--- src/rtl/stepper_sequencer.sv ---
`default_nettype none
// ============================================================================
// Module  : stepper_sequencer
// Brief   : Four-coil stepper sequencer driven by a synchronised step clock.
// Revision: 1.0 - initial release
// ============================================================================
module stepper_sequencer #(
  parameter int CNT_W = 16
) (
  input  logic             clk,
  input  logic             rst,
  input  logic             step_clk,
  input  logic             en,
  input  logic             dir,
  input  logic [1:0]       mode,
  input  logic             start,
  input  logic [CNT_W-1:0] num_steps,
  output logic             busy,
  output logic             done,
  output logic [3:0]       coils,
  output logic [CNT_W-1:0] position
);

  typedef enum logic [1:0] {
    S_IDLE = 2'd0,
    S_RUN  = 2'd1,
    S_DONE = 2'd2
  } state_t;

  localparam logic [1:0] C_MODE_FULL = 2'b01;
  localparam logic [1:0] C_MODE_HALF = 2'b10;

  state_t           state_q, state_d;
  logic [2:0]       sync_q;
  logic             tick;
  logic [2:0]       phase_q, phase_d;
  logic [2:0]       step_w;
  logic [CNT_W-1:0] remaining_q, remaining_d;
  logic [CNT_W-1:0] position_q, position_d;
  logic             dir_q, dir_d;
  logic [1:0]       mode_q, mode_d;
  logic             done_q;
  logic [3:0]       coils_q;

  function automatic logic [3:0] phase_coils(input logic [2:0] p);
    logic [3:0] c;
    case (p)
      3'd0:    c = 4'b1000;
      3'd1:    c = 4'b1100;
      3'd2:    c = 4'b0100;
      3'd3:    c = 4'b0110;
      3'd4:    c = 4'b0010;
      3'd5:    c = 4'b0011;
      3'd6:    c = 4'b0001;
      default: c = 4'b1001;
    endcase
    return c;
  endfunction

  // sync_q[1:0] is the two-flop synchroniser, sync_q[2] the edge-detect delay.
  assign tick   = sync_q[1] & ~sync_q[2];
  assign step_w = (mode_q == C_MODE_HALF) ? 3'd1 : 3'd2;

  always_comb begin
    state_d     = state_q;
    phase_d     = phase_q;
    remaining_d = remaining_q;
    position_d  = position_q;
    dir_d       = dir_q;
    mode_d      = mode_q;
    case (state_q)
      S_IDLE: begin
        if (start) begin
          dir_d       = dir;
          mode_d      = mode;
          remaining_d = num_steps;
          if (mode == C_MODE_FULL)      phase_d = phase_q | 3'b001;
          else if (mode != C_MODE_HALF) phase_d = phase_q & 3'b110;
          state_d = (num_steps == '0) ? S_DONE : S_RUN;
        end
      end
      S_RUN: begin
        if (tick && en) begin
          phase_d     = dir_q ? (phase_q + step_w) : (phase_q - step_w);
          remaining_d = remaining_q - CNT_W'(1);
          position_d  = dir_q ? (position_q + CNT_W'(1)) : (position_q - CNT_W'(1));
          if (remaining_q == CNT_W'(1)) state_d = S_DONE;
        end
      end
      S_DONE:  state_d = S_IDLE;
      default: state_d = S_IDLE;
    endcase
  end

  always_ff @(posedge clk or negedge rst) begin
    if (!rst) begin
      state_q     <= S_IDLE;
      sync_q      <= 3'b000;
      phase_q     <= 3'd0;
      remaining_q <= '0;
      position_q  <= '0;
      dir_q       <= 1'b0;
      mode_q      <= 2'b00;
      done_q      <= 1'b0;
      coils_q     <= 4'b0000;
    end else begin
      state_q     <= state_d;
      sync_q      <= {sync_q[1:0], step_clk};
      phase_q     <= phase_d;
      remaining_q <= remaining_d;
      position_q  <= position_d;
      dir_q       <= dir_d;
      mode_q      <= mode_d;
      done_q      <= (state_q == S_DONE);
      coils_q     <= en ? phase_coils(phase_q) : 4'b0000;
    end
  end

  assign busy     = (state_q != S_IDLE);
  assign done     = done_q;
  assign coils    = coils_q;
  assign position = position_q;

endmodule
`default_nettype wire

--- config.mk ---
export PLATFORM = sky130hd
export DESIGN_NAME = stepper_sequencer
export DESIGN_NICKNAME = d
export VERILOG_FILES = /design/src/rtl/stepper_sequencer.sv
export SDC_FILE = /design/constraint.sdc
export NUM_CORES = 1
export LEC_CHECK = 0
export BUFFER_PORTS_ARGS = -buffer_cell sky130_fd_sc_hd__buf_2
export CAP_MARGIN = 30
export CORE_MARGIN = 4
export CORE_UTILIZATION = 30
export CTS_CLUSTER_DIAMETER = 200
export DETAILED_ROUTE_END_ITERATION = 10
export PLACE_DENSITY = 0.55
export SKIP_CTS_REPAIR_TIMING = 1
export SYNTH_ARGS = -nofsm -noshare
export SYNTH_HDL_FRONTEND = slang
export SYNTH_SLANG_ARGS = --single-unit
--- constraint.sdc ---
create_clock -name clk -period 4.8 [get_ports clk]
set_input_delay 0.24 -clock clk [delete_from_list [all_inputs] [get_ports clk]]
set_output_delay 0.24 -clock clk [all_outputs]
set_load 0.01 [all_outputs]
# After elaboration in Yosys (flattened, before gate mapping)
# Cells that the tools add are included.
[totals] reg_bits=48 out_inout_bits=22 word_cells=64
[classes] add_sub_neg=5 eq_ne=16 muxes=18 n_bitwise=3 reduce_logical=12
[op_table] operator="two-way mux 16 bit" count=3
[op_table] operator="case mux 16 bit (2 select lines)" count=1
[op_table] operator="subtractor 16 x 1 -> 16 bit (second input constant)" count=2
[op_table] operator="case mux 4 bit (7 select lines)" count=1
[op_table] operator="adder 16 x 1 -> 16 bit (second input constant)" count=1
[op_table] operator="== test 16 x 1 -> 1 bit (second input constant)" count=1
[op_table] operator="zero test 16 bit" count=1
[op_table] operator="two-way mux 2 bit" count=5
[op_table] operator="== test 3 bit (second input constant)" count=3
[op_table] operator="AND reduction 3 bit" count=3
[op_table] operator="inequality test 2 bit (second input constant)" count=4
[op_table] operator="== test 3 x 2 -> 1 bit (second input constant)" count=2
[op_table] operator="two-way mux 3 bit" count=2
[op_table] operator="case mux 3 bit (2 select lines)" count=1
[op_table] operator="== test 2 x 1 -> 1 bit (second input constant)" count=2
[op_table] operator="== test 2 bit (second input constant)" count=2
[op_table] operator="two-way mux 4 bit" count=1
[op_table] operator="case mux 2 bit (2 select lines)" count=1
[op_table] operator="AND reduction 2 bit" count=2
[op_table] operator="AND reduction 4 bit" count=1
[op_table] operator="nonzero test 2 bit" count=2
[op_table] operator="adder 3 x 2 -> 3 bit" count=1
[op_table] operator="== test 3 x 1 -> 1 bit (second input constant)" count=1
[op_table] operator="zero test 3 bit" count=1
[op_table] operator="7 further kinds" count=10

# Depth between registers and ports, before layout
# Gate-level depths: netlist of the first run.
[logic_depth] word_depth=6 mapped_depth=9 depth_no_buf=8

# Least setup slack after synthesis of the first run
# No wires, ideal clock.
[synth_timing] path_type="register to register" startpoint="register dir_q" endpoint="register position_q[13], in the netlist position[13]" arrival_time_ps=2115 t_required_ps=4674 slack_ps=2559 stages_incl_launch_ff=9 path_buffers=0 period_less_slack_ps=2241 path_cell_list="dfrtp_1 > inv_1 > ha_1 > a211oi_1 > nor3_1 > nor2_1 > o21a_1 > a2111oi_0 > a311o_1"
[synth_between] elab_chain_cells=1
[synth_lines] item="start: declaration" line="40" source="logic dir_q, dir_d;"
[synth_lines] item="start signal: assignment" line="112" source="dir_q <= dir_d;"
[synth_lines] item="two-way mux 16 bit" line="86" source="position_d = dir_q ? (position_q + CNT_W'(1)) : (position_q - CNT_W'(1));"
[synth_lines] item="end signal: assignment" line="111" source="position_q <= position_d;"
[synth_lines] item="end: declaration" line="39" source="logic [CNT_W-1:0] position_q, position_d;"
# Every way passes these cells.
# A chain may end at the register's enable or synchronous reset.

# Final worst setup path of the first run
[layout_timing] startpoint="register dir_q" endpoint="register position_q[12], in the netlist position[12]"
# Same word-level chain as after synthesis.

==> qor.csv, run 1 <==
stage;metric;value;unit
routing;postRouteAntennaNets;0;
die;initial_core_util;30.9;%
global_routing;grt_first_pass_wirelength;11600;microns
routing;wirelength;7050;microns
routing;drtIter0Drc;88;
synthesis;synth_top_family_by_area;simple AND/OR/NAND/NOR gates;
run_status;status;completed;
timing;period_share;55.2;%
synthesis;synth_commonest_cells;dfrtp_1 (48), nand2_1 (40), a21oi_1 (34);
final_layout;instances_no_fill;517;
synthesis;synth-async-reset-ratio;100;%
cts;clk_pin_slew;0.10;ns
setup_path;path_class;reg -> reg;
global_routing;grt.overflow.total;0;
setup_path;arrival;2.84;ns
synthesis;ys.flop_type;dfrtp_1;
synthesis;synth_area_per_cell;8.86;sq um
global_routing;grt_pass1_vias;2426;
placement;place.gp.congestion;0.766;
cts;htreeDepth;2;
setup_path;critPathCapture;position[12]$_DFFE_PN0P_;
synthesis;yosysWarnings;0;
synthesis;yosysMostFrequentCell;dfrtp_1;
timing;setup_tns;0;ns
synthesis;ys_seq_elements;48;
timing;fin_crit;2.65;ns
synthesis;synth_compound_area_share;21.1;%
routing;wl_per_cell;13.6;microns
setup_path;path_cells;inv_1 -> ha_1 -> nor2b_1 -> o2111ai_1 -> nand3_1 -> a21oi_1 -> nor4_1 -> a211o_1;
setup_path;required;4.99;ns
setup_path;reg2reg_slack;2.15;ns
die;ios;46;
timing;slew_viol_final;0;
routing;vias_per_cell;4.96;
timing;max_slew.worst_pin.slew;0.673;ns
cts;cts_sinks;48;
setup_path;startpoint;dir_q$_DFFE_PN0P_;
synthesis;synth_mux_area_share;1.41;%
die;core-area;0.00977;sq mm
placement;dp_hpwl;5100;microns
final_layout;utilization;35.3;%
global_routing;grt_max_degree;49;
final_layout;num_antenna_cells;0;
flow_run;drv_cap;0;
synthesis;syn_inst;341;
synthesis;synth_adder_area_share;8.36;%
routing;drt_pass1_iterations;4;
final_layout;nNetsFinal;426;
synthesis;yosysTopAreaCell;dfrtp_1;
synthesis;synth.area.top_cells;dfrtp_1 (40%), ha_1 (7.0%), a21oi_1 (5.6%);
cts;cts_buffer_depth;2;
die;die_width;108;microns
synthesis;syn_area;0.00302;sq mm
final_layout;area_delta_synth_final;14.2;%
setup_path;cp.depth;8;
die;die_y;108;microns
power_and_ir_drop;power_density;537;mW/mm^2
setup_path;critPathLaunchType;register;
placement;port_buffers;45;
setup_path;cp_slowest_cell;inv_1;
cts;tritoncts;yes;
placement;place_inst;509;
global_routing;antenna_found_initial;0;
synthesis;ys_seq_area_share;39.7;%
timing;rsz0062_at_grt;false;
die;die-area;0.0117;sq mm
min_path;hold_class;in -> async;
power_and_ir_drop;p_leak;1.53;nW
setup_path;max_stage_delay;0.46;ns
timing;setup_viol;0;
synthesis;synth_xor_area_share;3.48;%
synthesis;synth_top_area_share;39.7;%
setup_path;critPathMaxFanout;17;
setup_path;critical_path.top_delay_family;compound AO/OA/AOI/OAI gates;
final_layout;drive_above_1_share;18.0;%
die;num_rows;36;
routing;drc_errors;0;
cts;cts_made_buffers;5;
synthesis;synthSimpleGateAreaFrac;22.1;%
power_and_ir_drop;ir_worst_vdd;0.169;mV
timing;max_freq;0.377;GHz
synthesis;synth_nets;384;
timing;finClkSkew;0.00889;ns
setup_path;crit_path_end_kind;register;
timing;hold_viol;0;
setup_path;rr_endpoint;position[12]$_DFFE_PN0P_;
synthesis;synth-edff-count;0;
timing;relSlewSlack;55.1;%
cts;root_buffer;clkbuf_8;
routing;num_vias;2565;
synthesis;synth_cell_types;54;
setup_path;critPathBufInv;1;
global_routing;grtUsageTotal;12.2;%
setup_path;reg2reg_from;dir_q$_DFFE_PN0P_;
cts;clk_latency;0.30;ns
setup_path;reg2regPathDepth;8;
## worst reg2reg max path: stages, from the launching register on
cell	delay [ns]
dfrtp_1	0.43
inv_1	0.46
ha_1	0.38
nor2b_1	0.16
o2111ai_1	0.18
nand3_1	0.16
a21oi_1	0.43
nor4_1	0.11
a211o_1	0.25
## through the flow
step	area, sq um	total power [mW]	setup WS (ns)	hold WS [ns]
global route	3450	2.03	1.85	0.0262
CTS	3450	1.87	2.15	0.0312
global placement	3350	1.60	2.25	0.350
finish	3450	1.85	2.15	0.0366
detailed placement	3360	1.61	2.17	0.350
floorplan	3020	1.35	2.56	-0.0556
## state kept, by name, indices dropped and copies added, names as in the netlist
register and count:
done 1, remaining_q 16, coils 4, dir_q 1, state_q 2, mode_q 2, sync_q 3, phase_q 3
position 16
## kinds of logic after synthesis
logic type | count (synthesis)
and+or+nand+nor | 131
AOI/OAI and AO/OA | 105
DFF | 48
buffers and inverters | 22
adders and majority gates | 19
xor gates and xnor gates | 12
muxes | 4
## worst min path at each step
stage	to	from	slack, ns	cells after the start
final	position[6]$_DFFE_PN0P_	rst	0.04	2
after global routing	sync_q[0]$_DFF_PN0_	step_clk	0.03	1
after CTS	sync_q[0]$_DFF_PN0_	step_clk	0.03	1
after detailed placement	sync_q[0]$_DFF_PN0_	step_clk	0.35	1
after global placement	sync_q[0]$_DFF_PN0_	step_clk	0.35	1
after floorplan	coils[0]$_DFF_PN0_	rst	-0.06	0
## layout make-up
type / count / area [sq um]
fill: 1046 / 6320
multi-input combinational: 271 / 1710
sequential: 48 / 1200
timing repair buffer: 49 / 255
tap: 133 / 166
clock buffer: 6 / 82.6
inverter: 8 / 30.0
clock inverter: 2 / 10.0
## per-layer routing
metal | wire (microns) | track usage [%] | share of wire [%]
met4 | 24 | 2.43 | 0.34
met2 | 3120 | 20.2 | 44
met3 | 352 | 2.39 | 5.0
met1 | 3560 | 16.5 | 50
met5 | 0 | 0 | 0
## power breakdown
part	switching [mW]	total (mW)	internal [mW]
logic	0.507	0.897	0.390
clock network	0.138	0.253	0.115
registers	0.154	0.705	0.551
total	0.798	1.85	1.06
## cell usage in the layout, fill, tap and decap left out, drive strengths merged, types with 7 or more instances in the layout
cell type	synthesis	routed
buf	1	49
dfrtp	48	48
nand2	41	41
a21oi	35	35
o21ai	33	33
nor2	29	29
ha	17	17
nand3	12	12
nor3	10	10
inv	8	8
nor4	8	8
xor2	7	7
Power figures use the tool's default switching activity.
==> run 2: changes to the inputs <==
--- a/config.mk
+++ b/config.mk
@@ -11,7 +11,7 @@
 export CORE_UTILIZATION = 30
 export CTS_CLUSTER_DIAMETER = 200
 export DETAILED_ROUTE_END_ITERATION = 10
-export PLACE_DENSITY = 0.55
+export PLACE_DENSITY = 0.56
 export SKIP_CTS_REPAIR_TIMING = 1
 export SYNTH_ARGS = -nofsm -noshare
 export SYNTH_HDL_FRONTEND = slang
==> constraint.sdc (replaced) <==
create_clock -name clk -period 2.4 [get_ports clk]
set_input_delay 0.12 -clock clk [delete_from_list [all_inputs] [get_ports clk]]
set_output_delay 0.12 -clock clk [all_outputs]
set_load 0.01 [all_outputs]
==> run 2 against run 1 <==
  * Sequential power grew 100%
  * Combinational power is 110% higher
  * First-iteration DRC count rose by 31%
  * Fmax grew 18%
  * Critical path type unchanged
  * Largest cell class unchanged
==> qor.csv, run 2 (same netlist as run 1, synthesis figures left out) <==
stage;metric;value;unit
setup_path;required;2.63;ns
final_layout;fillers;1017;
routing;drt_pass1_iterations;4;
timing;finClkSkew;0.00956;ns
global_routing;grtUsageTotal;12.9;%
placement;place.gp.congestion;0.791;
global_routing;antenna_found_initial;0;
setup_path;arrival;2.47;ns
timing;hold_slack;0.0705;ns
setup_path;critPathBufInv;2;
min_path;hold_class;in -> reg;
routing;wl_per_cell;13.9;microns
timing;period_share;93.3;%
global_routing;grt_pass1_vias;2510;
timing;setup_tns;0;ns
final_layout;multi_input_area;0.00172;sq mm
die;die_y;108;microns
timing;max_freq;0.447;GHz
cts;tritoncts;yes;
placement;port_buffers;45;
setup_path;path_cells;inv_1 -> fa_1 -> nor2b_1 -> o2111ai_1 -> nand3_1 -> a21oi_1 -> buf_4 -> a2111o_1 -> nand3_1;
setup_path;path_class;reg -> reg;
routing;drtIter0Drc;115;
timing;setup_viol;0;
final_layout;nNetsFinal;433;
final_layout;final_common_cell;dfrtp_1;
routing;postRouteAntennaNets;0;
setup_path;startpoint;position[0]$_DFFE_PN0P_;
flow_run;drv_cap;0;
cts;root_buffer;clkbuf_8;
die;initial_core_util;30.9;%
routing;wirelength;7280;microns
cts;htreeDepth;2;
setup_path;critPathMaxFanout;5;
routing;drc_errors;0;
cts;clk_pin_slew;0.09;ns
final_layout;layout_common_cells;dfrtp_1 (48), buf_2 (45), nand2_1 (40);
setup_path;reg2reg_slack;0.16;ns
global_routing;grt_max_degree;31;
die;die-area;0.0117;sq mm
final_layout;num_antenna_cells;0;
timing;max_slew.worst_pin.slew;0.609;ns
final_layout;area_delta_synth_final;17.8;%
final_layout;drive_above_1_share;19.7;%
setup_path;crit_top_cell;nand3_1;
setup_path;reg2regPathDepth;9;
setup_path;max_stage_delay;0.46;ns
setup_path;cp.depth;9;
die;ios;46;
timing;rsz0062_at_grt;false;
cts;cts_made_buffers;5;
cts;cts_sinks;48;
setup_path;crit_path_end_kind;register;
setup_path;reg2reg_from;position[0]$_DFFE_PN0P_;
setup_path;cp_slowest_cell;fa_1;
cts;clk_latency;0.30;ns
run_status;status;completed;
final_layout;seq_area;0.00120;sq mm
setup_path;rr_endpoint;position[14]$_DFFE_PN0P_;
global_routing;grt_first_pass_wirelength;12200;microns
setup_path;critPathCapture;position[14]$_DFFE_PN0P_;
die;die_width;108;microns
global_routing;grt.overflow.total;0;
placement;dp_hpwl;5520;microns
power_and_ir_drop;ir_worst_vdd;0.416;mV
setup_path;critical_path.top_delay_family;compound AO/OA/AOI/OAI gates;
die;num_rows;36;
setup_path;critPathLaunchType;register;
timing;relSlewSlack;59.3;%
routing;vias_per_cell;5.11;
routing;num_vias;2674;
cts;cts_buffer_depth;2;
die;core-area;0.00977;sq mm
timing;slew_viol_final;0;
power_and_ir_drop;power_density;1110;mW/mm^2
timing;fin_crit;2.24;ns
power_and_ir_drop;p_leak;1.57;nW
timing;hold_viol;0;
run 2: cell types whose count changed in the layout (fill, tap and decap cells not counted), sizes merged:
cell / previous run / this run
bufinv: 0 / 2
clkinv: 2 / 0
dlygate4sd3: 0 / 2
clkbuf: 6 / 5
buf: 49 / 54
run 2: worst reg2reg max path: stages (launching register included):
cell and delay, ns:
dfrtp_1 0.41, inv_1 0.10, fa_1 0.46, nor2b_1 0.17, o2111ai_1 0.12, nand3_1 0.18, a21oi_1 0.09, buf_4 0.16
a2111o_1 0.40, nand3_1 0.08
run 2: area by class of cell:
| type | count | share of cell area [%] |
|---|---|---|
| clock buffer | 5 | 1.93 |
| timing repair buffer | 56 | 8.78 |
| multi-input combinational | 271 | 48.3 |
| clock inverter | 2 | 1.69 |
| tap | 133 | 4.67 |
| sequential | 48 | 33.7 |
| inverter | 8 | 0.843 |
run 2: metal layers:
metal | up-vias | routed length, microns | global-route usage (%)
met5 | - | 0 | 0
met1 | 1267 | 3420 | 18.0
met4 | 0 | 33 | 2.16
li1 | 1340 | - | -
met3 | 2 | 416 | 2.45
met2 | 65 | 3410 | 21.1
run 2: metrics by stage:
step	setup WS, ns	cells	util (%)	power (mW)	cell area [sq um]
global route	0.0174	523	36.4	4.33	3560
detailed placement	0.0525	514	34.8	3.27	3400
finish	0.161	523	36.4	3.95	3560
global placement	0.140	514	34.8	3.23	3400
CTS	0.0456	521	36.1	3.97	3530
floorplan	0.159	341	-	2.70	3020
run 2: worst min path at each step:
stage	start	end	slack (ns)	depth (start not counted)
6_report	dir	dir_q$_DFFE_PN0P_	0.07	3
5_1_grt	dir	dir_q$_DFFE_PN0P_	0.07	3
4_1_cts	rst	position[1]$_DFFE_PN0P_	-0.19	1
3_5_place_dp	rst	position[4]$_DFFE_PN0P_	0.14	1
3_3_place_gp	rst	position[4]$_DFFE_PN0P_	0.14	1
2_1_floorplan	rst	coils[0]$_DFF_PN0_	-0.18	0
run 2: power breakdown:
part	total (mW)	internal, mW	switching, mW
Combinational	1.86	0.814	1.04
Sequential	1.41	1.10	0.307
Clock	0.685	0.410	0.275
==> run 3: changes to the inputs <==
--- a/config.mk
+++ b/config.mk
@@ -8,10 +8,10 @@
 export BUFFER_PORTS_ARGS = -buffer_cell sky130_fd_sc_hd__buf_2
 export CAP_MARGIN = 30
 export CORE_MARGIN = 4
-export CORE_UTILIZATION = 30
+export CORE_UTILIZATION = 25
 export CTS_CLUSTER_DIAMETER = 200
 export DETAILED_ROUTE_END_ITERATION = 10
-export PLACE_DENSITY = 0.56
+export PLACE_DENSITY = 0.5
 export SKIP_CTS_REPAIR_TIMING = 1
 export SYNTH_ARGS = -nofsm -noshare
 export SYNTH_HDL_FRONTEND = slang
==> run 3 against run 2 <==
  * The flow now finishes with violations (negative hold slack)
  * Cell area up 5.9%
  * First-iteration DRC count up 40%
  * Critical path type unchanged
  * Clock-buffer cell count unchanged
  * Combinational power up 9.7%
  * Via count up 1.8%
  * Sequential cell count unchanged
  * Largest power group unchanged
  * Clock skew down 0.0033 ns
  * Worst hold slack worse by 0.13 ns
  * Highest routed layer unchanged
  * Global-route usage down 1.5 points
==> qor.csv, run 3 (same netlist as run 1, synthesis figures left out) <==
stage;metric;value;unit
timing;layout_setup_ws;0.114;ns
die;initial_core_util;26.0;%
final_layout;final_common_cell;dfrtp_1;
setup_path;critPathMaxFanout;5;
power_and_ir_drop;power.switching;1.75;mW
global_routing;grt.overflow.total;0;
placement;place.gp.congestion;0.815;
timing;hold_slack;-0.0606;ns
final_layout;design_area;0.00377;sq mm
timing;hold_viol;48;
routing;vias_per_cell;5.01;
run_status;violations;negative hold slack;
cts;cts_sinks;48;
setup_path;required;2.62;ns
power_and_ir_drop;comb_power_share;47.4;%
setup_path;path_class;reg -> reg;
setup_path;reg2regPathDepth;9;
power_and_ir_drop;internal_power;2.55;mW
cts;tritoncts;yes;
routing;drtIter0Drc;161;
die;die-area;0.0139;sq mm
cts;cts_buffer_depth;2;
setup_path;critPathLaunchType;register;
power_and_ir_drop;swShare;40.6;%
min_path;hold_class;in -> async;
placement;post-place-ws;0.0420;ns
power_and_ir_drop;pwr-share-seq;33.3;%
die;die_width;118;microns
cts;clk_pin_slew;0.07;ns
routing;wl_per_cell;14.3;microns
final_layout;nNetsFinal;443;
global_routing;grt_pass1_vias;2720;
timing;finClkSkew;0.00623;ns
timing;slew_viol_final;0;
timing;max_slew.worst_pin.slew;0.636;ns
final_layout;area_delta_synth_final;24.8;%
power_and_ir_drop;ir_worst_vdd;0.320;mV
final_layout;drive_above_1_share;23.7;%
timing;max_freq;0.438;GHz
global_routing;grt_first_pass_wirelength;13200;microns
timing;fin_crit;2.29;ns
cts;cts_made_buffers;5;
cts;root_buffer;clkbuf_16;
placement;dp_hpwl;5630;microns
placement;place_area;0.00345;sq mm
die;num_rows;39;
timing;period_share;95.2;%
routing;wirelength;7790;microns
timing;setup_tns;0;ns
setup_path;crit_path_end_kind;register;
run_status;status;finished with violations;
cts;htreeDepth;2;
placement;port_buffers;45;
power_and_ir_drop;clkPwrFrac;19.3;%
final_layout;num_antenna_cells;0;
routing;drc_errors;0;
cts;clk_latency;0.29;ns
flow_run;drv_cap;0;
global_routing;grt_max_degree;49;
routing;num_vias;2723;
power_and_ir_drop;power_density;1140;mW/mm^2
final_layout;utilization;32.5;%
die;ios;46;
die;die_y;118;microns
setup_path;arrival;2.51;ns
timing;relSlewSlack;57.6;%
power_and_ir_drop;p_leak;1.63;nW
global_routing;grtUsageTotal;11.4;%
final_layout;layout_common_cells;dfrtp_1 (47), buf_2 (45), nand2_1 (40);
timing;rsz0062_at_grt;false;
global_routing;antenna_found_initial;0;
timing;setup_viol;0;
routing;postRouteAntennaNets;0;
routing;drt_pass1_iterations;4;
die;core-area;0.0116;sq mm
==> run 3: cell count changes in the layout (fill, tap and decap cells not counted), moves of 2 or more <==
cell | before | now
clkbuf_16 | 0 | 5
clkinvlp_4 | 0 | 2
ha_4 | 0 | 5
clkbuf_8 | 5 | 0
clkinv_4 | 0 | 2
buf_4 | 9 | 17
ha_1 | 16 | 11
==> run 3: final timing paths <==
kind | startpoint | end | slack [ns]
setup / recovery | dir_q$_DFFE_PN0P_ | position[14]$_DFFE_PN0P_ | 0.11
hold / removal | rst | position[7]$_DFFE_PN0P_ | -0.06
setup reg to reg | dir_q$_DFFE_PN0P_ | position[14]$_DFFE_PN0P_ | 0.11
hold reg to reg | sync_q[0]$_DFF_PN0_ | sync_q[1]$_DFF_PN0_ | 0.36
max in group asynchronous | rst | dir_q$_DFFE_PN0P_ | 2.01
min in group clk | dir | dir_q$_DFFE_PN0P_ | 0.05
==> run 3: layout make-up <==
class,instances,area [sq um]
Clock buffer,5,125
Multi-Input combinational cell,271,1780
Tap cell,143,179
Clock inverter,3,47.5
Inverter,8,33.8
Timing Repair Buffer,65,394
Fill cell,1233,7840
Sequential cell,48,1200
Timing Repair inverter,1,7.51
==> run 3: per-layer routing <==
layer / global-route usage [%] / routed length (microns) / up-vias
li1: - / - / 1364
met3: 2.55 / 353 / 4
met5: 0 / 0 / -
met4: 2.05 / 44 / 0
met1: 15.0 / 3710 / 1292
met2: 19.3 / 3690 / 63
==> run 3: critical path: stages, from the launching register on <==
cell	delay [ns]
dfrtp_2	0.45
buf_4	0.16
fa_1	0.40
nor2b_1	0.17
o2111ai_1	0.12
nand3_1	0.18
a21oi_1	0.09
buf_4	0.16
a2111o_1	0.40
nand3_1	0.09
==> run 3: power groups by stage <==
stage               logic, mW  clock network [mW]  registers (mW)
floorplan                1.27                   0            1.43
global placement         1.88                   0            1.42
detailed placement       1.90                   0            1.42
CTS                      1.91               0.852            1.41
global route             2.32               0.890            1.49
finish                   2.04               0.827            1.43
==> run 3: metrics by stage <==
step	total power [mW]	instances
after floorplan	2.70	341
after global placement	3.30	529
after detailed placement	3.32	529
after CTS	4.17	537
after global routing	4.70	544
final	4.29	544
